`src/rtl/clock_set_ctrl.sv`:
```
// rtl/clock_set_ctrl.sv - time-setting controller for the HH:MM:SS clock (mode/inc buttons, load pulse, blink mask)
module clock_set_ctrl #(
    parameter int HOLD_CYC    = 25000000,
    parameter int REPEAT_CYC  = 5000000,
    parameter int BLINK_CYC   = 12500000,
    parameter int TIMEOUT_CYC = 500000000
) (
    input  logic       i_clk,
    input  logic       i_rst_n,
    input  logic       i_btn_mode_n,
    input  logic       i_btn_inc_n,
    input  logic [4:0] i_hh,
    input  logic [5:0] i_mm,
    input  logic [5:0] i_ss,
    output logic       o_run_en,
    output logic       o_load,
    output logic [4:0] o_load_hh,
    output logic [5:0] o_load_mm,
    output logic [5:0] o_load_ss,
    output logic [4:0] o_disp_hh,
    output logic [5:0] o_disp_mm,
    output logic [5:0] o_disp_ss,
    output logic [2:0] o_blank
);

    localparam int HOLD_W  = $clog2(HOLD_CYC + 1);
    localparam int REP_W   = $clog2(REPEAT_CYC + 1);
    localparam int BLINK_W = $clog2(BLINK_CYC + 1);
    localparam int IDLE_W  = $clog2(TIMEOUT_CYC + 1);

    localparam logic [1:0] ST_RUN    = 2'd0;
    localparam logic [1:0] ST_SET_HH = 2'd1;
    localparam logic [1:0] ST_SET_MM = 2'd2;
    localparam logic [1:0] ST_SET_SS = 2'd3;

    logic               mode_s1, mode_s2, mode_d;
    logic               inc_s1, inc_s2, inc_d;
    logic [1:0]         state_q, state_d;
    logic [4:0]         edit_hh;
    logic [5:0]         edit_mm, edit_ss;
    logic [HOLD_W-1:0]  hold_cnt;
    logic [REP_W-1:0]   rep_cnt;
    logic               rep_active;
    logic [IDLE_W-1:0]  idle_cnt;
    logic [BLINK_W-1:0] blink_cnt, blink_cnt_d;
    logic               phase_q, phase_d;
    logic               run_en_q, load_q;
    logic [2:0]         blank_q, blank_d;

    logic mode_press, inc_press, in_set;
    logic hold_step, rep_step, inc_step, timeout, state_chg;

    // Compare-then-wrap so out-of-range captured values also fall back to zero.
    function automatic logic [4:0] next_hh(input logic [4:0] v);
        return (v >= 5'd23) ? 5'd0 : v + 5'd1;
    endfunction

    function automatic logic [5:0] next_ms(input logic [5:0] v);
        return (v >= 6'd59) ? 6'd0 : v + 6'd1;
    endfunction

    // Two-flop synchronisers plus one delay flop for falling-edge press detection.
    always_ff @(posedge i_clk or negedge i_rst_n) begin
        if (!i_rst_n) begin
            mode_s1 <= 1'b1;
            mode_s2 <= 1'b1;
            mode_d  <= 1'b1;
            inc_s1  <= 1'b1;
            inc_s2  <= 1'b1;
            inc_d   <= 1'b1;
        end else begin
            mode_s1 <= i_btn_mode_n;
            mode_s2 <= mode_s1;
            mode_d  <= mode_s2;
            inc_s1  <= i_btn_inc_n;
            inc_s2  <= inc_s1;
            inc_d   <= inc_s2;
        end
    end

    assign mode_press = mode_d & ~mode_s2;
    assign inc_press  = inc_d & ~inc_s2;
    assign in_set     = (state_q != ST_RUN);

    // First auto-repeat step once the hold count reaches HOLD_CYC, then every REPEAT_CYC.
    assign hold_step = in_set && !inc_s2 && !rep_active && (hold_cnt != '0)
                       && (hold_cnt == HOLD_W'(HOLD_CYC));
    assign rep_step  = in_set && !inc_s2 && rep_active && (rep_cnt == REP_W'(REPEAT_CYC));
    // A simultaneous mode press wins and swallows the increment.
    assign inc_step  = in_set && !mode_press && (inc_press || hold_step || rep_step);
    assign timeout   = in_set && !mode_press && !inc_step
                       && (idle_cnt == IDLE_W'(TIMEOUT_CYC - 1));

    // Next-state: mode advances through the set fields; timeout abandons the edit.
    always_comb begin
        state_d = state_q;
        if (mode_press) begin
            case (state_q)
                ST_RUN:    state_d = ST_SET_HH;
                ST_SET_HH: state_d = ST_SET_MM;
                ST_SET_MM: state_d = ST_SET_SS;
                default:   state_d = ST_RUN;
            endcase
        end else if (timeout) begin
            state_d = ST_RUN;
        end
    end

    assign state_chg = (state_d != state_q);

    // Blink restarts visible on entering a field and on every adjustment.
    always_comb begin
        blink_cnt_d = blink_cnt + BLINK_W'(1);
        phase_d     = phase_q;
        if (state_chg || inc_step || !in_set) begin
            blink_cnt_d = '0;
            phase_d     = 1'b0;
        end else if (blink_cnt == BLINK_W'(BLINK_CYC - 1)) begin
            blink_cnt_d = '0;
            phase_d     = ~phase_q;
        end
    end

    // Only the field being edited may blank.
    always_comb begin
        case (state_d)
            ST_SET_HH: blank_d = {phase_d, 2'b00};
            ST_SET_MM: blank_d = {1'b0, phase_d, 1'b0};
            ST_SET_SS: blank_d = {2'b00, phase_d};
            default:   blank_d = 3'b000;
        endcase
    end

    // State, registered outputs and blink phase.
    always_ff @(posedge i_clk or negedge i_rst_n) begin
        if (!i_rst_n) begin
            state_q   <= ST_RUN;
            run_en_q  <= 1'b1;
            load_q    <= 1'b0;
            blank_q   <= 3'b000;
            blink_cnt <= '0;
            phase_q   <= 1'b0;
        end else begin
            state_q   <= state_d;
            run_en_q  <= (state_d == ST_RUN);
            load_q    <= (state_q == ST_SET_SS) && mode_press;
            blank_q   <= blank_d;
            blink_cnt <= blink_cnt_d;
            phase_q   <= phase_d;
        end
    end

    // Edit registers: capture on entering set mode, step the active field.
    always_ff @(posedge i_clk or negedge i_rst_n) begin
        if (!i_rst_n) begin
            edit_hh <= '0;
            edit_mm <= '0;
            edit_ss <= '0;
        end else if ((state_q == ST_RUN) && mode_press) begin
            edit_hh <= i_hh;
            edit_mm <= i_mm;
            edit_ss <= i_ss;
        end else if (inc_step) begin
            case (state_q)
                ST_SET_HH: edit_hh <= next_hh(edit_hh);
                ST_SET_MM: edit_mm <= next_ms(edit_mm);
                ST_SET_SS: edit_ss <= next_ms(edit_ss);
                default:   edit_hh <= edit_hh;
            endcase
        end
    end

    // Hold/repeat counters run only while a press made in a set state stays held.
    always_ff @(posedge i_clk or negedge i_rst_n) begin
        if (!i_rst_n) begin
            hold_cnt   <= '0;
            rep_cnt    <= '0;
            rep_active <= 1'b0;
        end else if (state_chg || inc_s2 || !in_set) begin
            hold_cnt   <= '0;
            rep_cnt    <= '0;
            rep_active <= 1'b0;
        end else if (inc_press) begin
            hold_cnt   <= HOLD_W'(1);
            rep_cnt    <= '0;
            rep_active <= 1'b0;
        end else if (hold_cnt != '0) begin
            if (hold_step) begin
                rep_active <= 1'b1;
                rep_cnt    <= REP_W'(1);
            end else if (rep_active) begin
                rep_cnt <= rep_step ? REP_W'(1) : rep_cnt + REP_W'(1);
            end else begin
                hold_cnt <= hold_cnt + HOLD_W'(1);
            end
        end
    end

    // Idle counter: any activity restarts the abandon-edit window.
    always_ff @(posedge i_clk or negedge i_rst_n) begin
        if (!i_rst_n) begin
            idle_cnt <= '0;
        end else if (!in_set || mode_press || inc_step || timeout) begin
            idle_cnt <= '0;
        end else begin
            idle_cnt <= idle_cnt + IDLE_W'(1);
        end
    end

    assign o_run_en  = run_en_q;
    assign o_load    = load_q;
    assign o_blank   = blank_q;
    assign o_load_hh = edit_hh;
    assign o_load_mm = edit_mm;
    assign o_load_ss = edit_ss;
    assign o_disp_hh = (state_q == ST_RUN) ? i_hh : edit_hh;
    assign o_disp_mm = (state_q == ST_RUN) ? i_mm : edit_mm;
    assign o_disp_ss = (state_q == ST_RUN) ? i_ss : edit_ss;

endmodule
```
`config.mk`:
```
export PLATFORM = sky130hd
export DESIGN_NAME = clock_set_ctrl
export DESIGN_NICKNAME = d
export VERILOG_FILES = /design/src/rtl/clock_set_ctrl.sv
export SDC_FILE = /design/constraint.sdc
export NUM_CORES = 1
export LEC_CHECK = 0
export CAP_MARGIN = 40
export CORE_MARGIN = 5
export CORE_UTILIZATION = 32
export DETAILED_ROUTE_END_ITERATION = 7
export GPL_TIMING_DRIVEN = 1
export PLACE_DENSITY = 0.53
export SLEW_MARGIN = 5
export SYNTH_ARGS = -nofsm -noshare
export SYNTH_HDL_FRONTEND = slang
export SYNTH_SLANG_ARGS = --single-unit
```
`constraint.sdc`:
```
create_clock -name i_clk -period 3.4 [get_ports i_clk]
set_input_delay 0.85 -clock i_clk [delete_from_list [all_inputs] [get_ports i_clk]]
set_output_delay 0.85 -clock i_clk [all_outputs]
set_load 0.01 [all_outputs]
```
==> flow_summary_export.csv, run 1 <==
group,metric,value,unit
grt,grt_pass1_vias,5616,
cts,clk_pin_slew,0.06,ns
route,met1_length,8580,µm
route,first_pass_iters,4,
route,dr_wl_met3,710,µm
sta,grt_setup_unrepaired,"false",
critical_path,critPathMaxFanout,23,
cts,cts.sinks,133,
grt,antenna_found_initial,0,
cts,cts.hold.buffers_added,0,
worst_hold_path,hp-class,"flip-flop to flip-flop",
route,wl,17000,µm
sta,worst_pin_slew,0.778,ns
route,final_antenna_net_count,0,
logic_synthesis,synthTopCellsByCount,"126 x dfrtp_1, 113 x nor2_1, 68 x nand2_1",
floorplan,die_area,0.0261,mm²
critical_path,worstPathRequired,2.55,ns
logic_synthesis,synthTopCellsByArea,"dfrtp_1 43%, nor2_1 5.8%, xnor2_1 4.9%, xor2_1 4.5%, nand2_1 3.5%",
sta,slew_headroom,47.9,%
place,io_buffer_count,59,
floorplan,fp.coreArea,0.0226,mm²
critical_path,critical_path_class,"flip-flop to output port",
sta,fin_skew,0.00984,ns
critical_path,max_stage_delay,0.49,ns
route,via_per_inst,5.11,
floorplan,die_w,162,µm
cts,clock_latency,0.41,ns
route,wire_per_inst,15.1,µm
logic_synthesis,synthesis.area,0.00735,mm²
logic_synthesis,synthCells,763,
route,drtIter0Drc,337,
sta,fin_ws,0.127,ns
critical_path,cp_slowest_cell,"clkdlybuf4s50_1",
route,drcViolationCount,0,
cells_and_area,nNetsFinal,864,
pwr,p_per_area,603,mW/mm²
critical_path,reg2reg_depth,9,
cts,cts_resized,1,
sta,setup_violations,0,
logic_synthesis,synth_ff_type,"dfrtp_1",
critical_path,crit_chain,"inv_1, ha_2, buf_6, mux2_2, clkdlybuf4s50_1",
logic_synthesis,yosys.area.top_type,"dfrtp_1",
logic_synthesis,ys_warn_count,0,
logic_synthesis,yosysSeqAreaShare,45.4,%
critical_path,end_kind,"output port",
pwr,ir_worst_vdd,0.000335,V
cts,post_cts_buffers,0,
logic_synthesis,postSynthAreaPerCell,9.64,µm²
sta,slew_viol_final,0,
logic_synthesis,ys_seq_elements,133,
floorplan,boundaryPins,60,
route,num_vias,5768,
cts,root_buffer,"clkbuf_16",
pwr,p_leak,3.54,nW
grt,track_usage,13.3,%
place,gp_congestion,0.781,
logic_synthesis,yosys.area.top_type_share,42.9,%
route,met2_length,7530,µm
grt,grt_pass1_wl,28700,µm
cts,cts_buffers,17,
run_status,status,"completed",
sta,post-route-period-util,96.3,%
cts,clk_path_buf_depth,2,
floorplan,rows,55,
logic_synthesis,synth_most_common_cell,"dfrtp_1",
grt,grt_max_degree,66,
cells_and_area,layout-drive-gt1-share,12.1,%
logic_synthesis,yosysUniqueCellTypes,70,
cts,cts_htree_levels,4,
flow_run,cap_violations,0,
route,top_layer,"met4",
grt,overflow,0,
logic_synthesis,synth_enable_flop_cells,0,
place,hpwl,11800,µm
sta,fin_crit,3.27,ns
sta,fmax,0.306,GHz
critical_path,arrival,2.42,ns
cts,cts_tree,"yes",
floorplan,initial_core_util,32.5,%
logic_synthesis,syn_nets,797,
floorplan,die_h,162,µm
place,preCtsSetupSlack,0.419,ns
cells_and_area,area_growth,20.7,%
cells_and_area,diodes,0,
sta,tns,0,ns
sta,hold_violations,0,
worst_hold_path,hold_depth,0,
logic_synthesis,async_reset_ff_share,100,%
critical_path,startpoint_type,"flip-flop",
[through the flow]
step                      instances  utilization (%)  hold slack (ns)  power [mW]  cell area (µm²)
after floorplan                 763                -            0.345        2.84             7350
after global placement         1095             36.6            0.346        3.61             8280
after detailed placement       1096             36.7            0.351        3.62             8300
after CTS                      1128             39.2            0.358        5.41             8870
after global routing           1128             39.2            0.361        5.65             8870
final                          1128             39.2            0.355        5.35             8870
[cell type report]
class                      instances  area, µm²
timing repair buffer              72        713
clock buffer                      18        439
multi-input combinational        587       3830
fill                            2244      13800
inverter                          19       71.3
sequential                       133       3340
clock inverter                    14        126
tap                              285        357
[cell families (layout without fill, tap and decap cells)]
kind of cell | Yosys count | after routing | share of synthesized area, %
simple gates | 397 | 397 | 28.9
flops | 133 | 133 | 45.4
compound gates | 80 | 80 | 8.80
xor+xnor | 79 | 79 | 9.41
buf+inv | 43 | 123 | 2.59
mux | 18 | 18 | 2.74
fa+ha+maj | 13 | 13 | 2.21
[per-layer routing]
metal | track usage, % | vias to the layer above
met2 | 20.6 | 96
met3 | 3.09 | 11
li1 | - | 2873
met1 | 18.7 | 2788
met5 | 0 | -
met4 | 3.49 | 0
[critical path, delay by kind of cell, from the launching register on]
family / cells / cell delay (ns)
buffers and inverters: 3 / 0.90
adder cells (fa/ha/maj): 1 / 0.30
multiplexers: 1 / 0.36
flip-flops: 1 / 0.43
[path summary, 6_finish.rpt]
check / from / to / slack (ns)
max: state_q[1]$_DFF_PN0_ / o_disp_ss[3] / 0.13
max reg2reg: state_q[0]$_DFF_PN0_ / rep_cnt[18]$_DFFE_PN0P_ / 0.63
max in group asynchronous: i_rst_n / inc_s2$_DFF_PN1_ / 2.28
min reg2reg: mode_s1$_DFF_PN1_ / mode_s2$_DFF_PN1_ / 0.36
min in group asynchronous: i_rst_n / rep_cnt[22]$_DFFE_PN0P_ / 0.37
min: mode_s1$_DFF_PN1_ / mode_s2$_DFF_PN1_ / 0.36
[registers in the layout (all words and copies together) (netlist names)]
| signal | count |
|---|---|
| inc_s1 | 1 |
| o_load_ss | 6 |
| rep_active | 1 |
| mode_s1 | 1 |
| inc_d | 1 |
| mode_s2 | 1 |
| inc_s2 | 1 |
| state_q | 2 |
| phase_q | 1 |
| o_load_mm | 6 |
| o_load_hh | 5 |
| idle_cnt | 29 |
| mode_d | 1 |
| hold_cnt | 25 |
| o_run_en | 1 |
| blink_cnt | 24 |
| o_blank | 3 |
| o_load | 1 |
| rep_cnt | 23 |
[power by group]
group | internal (mW) | switching, mW | total (mW)
Combinational | 0.821 | 0.804 | 1.62
Clock | 1.03 | 0.728 | 1.76
Sequential | 1.74 | 0.220 | 1.96
Total | 3.59 | 1.75 | 5.35
[cells in the final DEF, fill, tap and decap left out, drive strengths merged, types with 5 or more instances in the layout]
| master | count |
|---|---|
| clkdlybuf4s50 | 58 |
| dfstp | 7 |
| a221o | 13 |
| buf | 14 |
| a31oi | 9 |
| mux2 | 17 |
| and2 | 5 |
| clkbuf | 18 |
| dfrtp | 126 |
| inv | 23 |
| and4 | 15 |
| ha | 13 |
| nand2 | 68 |
| a21oi | 9 |
| xnor2 | 41 |
| nor2b | 8 |
| nor2 | 115 |
| nand3 | 52 |
| nor4b | 6 |
| and3 | 15 |
| clkinv | 5 |
| or2 | 5 |
| nor4 | 17 |
| nand4 | 23 |
| xor2 | 38 |
| a22o | 6 |
| or3 | 7 |
| nor3 | 33 |
| o21ai | 19 |
(Power assumes the default switching activity.)
==> run 2, diff against run 1 <==
Settings changed: CORE_UTILIZATION 32 to 40, PLACE_DENSITY 0.53 to 0.62.
==> flow_summary_export.csv, run 2 (synthesized netlist as in run 1, its figures left out) <==
group,metric,value,unit
run_status,status,"completed",
grt,grt_pass1_vias,5505,
critical_path,critical_path_class,"flip-flop to output port",
critical_path,startpoint_type,"flip-flop",
cts,cts_tree,"yes",
cells_and_area,largest_register_ffs,29,
route,wire_per_inst,15.0,µm
cells_and_area,diodes,0,
pwr,power,5.28,mW
cts,clk_path_buf_depth,2,
route,via_per_inst,5.34,
cts,clock_latency,0.42,ns
route,num_vias,5719,
place,hpwl,11200,µm
cts,cts_buffers,17,
route,final_antenna_net_count,0,
floorplan,die_area,0.0212,mm²
route,drtIter0Drc,300,
sta,setup_violations,0,
place,gp_congestion,0.806,
sta,hold_violations,0,
route,first_pass_iters,4,
pwr,ir_worst_vdd,0.000430,V
floorplan,die_h,146,µm
critical_path,arrival,2.40,ns
grt,antenna_found_initial,0,
floorplan,initial_core_util,40.8,%
cells_and_area,multi_input_area,0.00383,mm²
pwr,p_per_area,602,mW/mm²
sta,slew_viol_final,0,
cells_and_area,nFillCells,1721,
sta,fin_crit,3.25,ns
floorplan,boundaryPins,60,
sta,fmax,0.308,GHz
floorplan,die_w,146,µm
floorplan,fp.coreArea,0.0180,mm²
grt,grt_max_degree,65,
cells_and_area,regArea,0.00334,mm²
cts,post_cts_buffers,0,
critical_path,end_kind,"output port",
place,io_buffer_count,59,
sta,fin_skew,0.0102,ns
cells_and_area,final_common_cell,"dfrtp_1",
grt,grt_pass1_wl,27600,µm
sta,tns,0,ns
sta,worst_pin_slew,0.907,ns
flow_run,cap_violations,0,
cts,cts.hold.buffers_added,0,
grt,track_usage,15.5,%
sta,grt_setup_unrepaired,"false",
cts,cts_htree_levels,4,
cells_and_area,top_regs,"idle_cnt (29), hold_cnt (25), blink_cnt (24)",
grt,overflow,0,
floorplan,rows,49,
route,drcViolationCount,0,
route,wl,16100,µm
pwr,p_leak,3.53,nW
cells_and_area,final_cell_mix,"126 x dfrtp_1, 113 x nor2_1, 68 x nand2_1, 58 x clkdlybuf4s50_1, 50 x nand3_1",
sta,post-route-period-util,95.4,%
worst_hold_path,hp-class,"flip-flop to flip-flop",
cells_and_area,nNetsFinal,863,
cells_and_area,layout-drive-gt1-share,12.0,%
worst_hold_path,hold_depth,0,
cells_and_area,top_register,"idle_cnt",
cts,root_buffer,"clkbuf_16",
cts,clk_pin_slew,0.06,ns
critical_path,critPathMaxFanout,24,
critical_path,worstPathRequired,2.55,ns
cells_and_area,area_growth,19.2,%
cts,cts.sinks,133,
critical_path,reg2reg_depth,8,
sta,slew_headroom,39.5,%
run 2: final timing paths:
check                                      from                        to  slack, ns
setup reg to reg           state_q[0]$_DFF_PN0_  hold_cnt[24]$_DFFE_PN0P_       0.51
min in group asynchronous               i_rst_n  o_load_hh[2]$_DFFE_PN0P_       0.40
hold / removal                 inc_s1$_DFF_PN1_          inc_s2$_DFF_PN1_       0.35
setup / recovery           state_q[0]$_DFF_PN0_              o_disp_ss[1]       0.15
max in group asynchronous               i_rst_n           inc_d$_DFF_PN1_       2.11
hold reg to reg                inc_s1$_DFF_PN1_          inc_s2$_DFF_PN1_       0.35
run 2: worst max-delay path, stage by stage (launching register included):
cell	delay [ns]
dfrtp_1	0.43
inv_1	0.15
ha_2	0.28
buf_6	0.25
mux2_2	0.36
clkdlybuf4s50_1	0.48
run 2: cell type report:
class	instances	share of cell area (%)
inverters	19	0.814
clock buffers	17	4.85
repair buffers	71	7.82
multi-input cells	587	43.7
well taps	229	3.27
flip-flops and latches	133	38.1
clock inverters	15	1.51
run 2: stage by stage:
step | hold WS (ns) | setup slack (ns) | utilization [%] | instances | instance area, µm²
floorplan | 0.345 | 0.534 | - | 763 | 7350
global placement | 0.351 | 0.474 | 45.5 | 1039 | 8200
detailed placement | 0.354 | 0.447 | 45.5 | 1039 | 8200
CTS | 0.361 | 0.0562 | 48.6 | 1071 | 8760
global route | 0.362 | 0.0480 | 48.6 | 1071 | 8770
finish | 0.355 | 0.155 | 48.6 | 1071 | 8770
run 2: report_power, final:
part	total [mW]	internal, mW	switching, mW
registers	1.95	1.74	0.212
logic	1.58	0.808	0.776
clock network	1.74	0.962	0.779
total	5.28	3.51	1.77
run 2: per-layer routing:
metal / global-route usage [%] / vias up / wire length, µm
met1: 22.1 / 2725 / 8050
met4: 5.22 / 0 / 183
met3: 3.55 / 13 / 733
met5: 0 / - / 0
met2: 23.2 / 111 / 7090
li1: - / 2870 / -
run 2: timing repair:
action | in CTS | in global routing
endpoints found under the hold margin | 0 | 0
endpoints found under the setup margin | 17 | 14
pin swaps | 0 | 0
gates resized for setup | 1 | 1
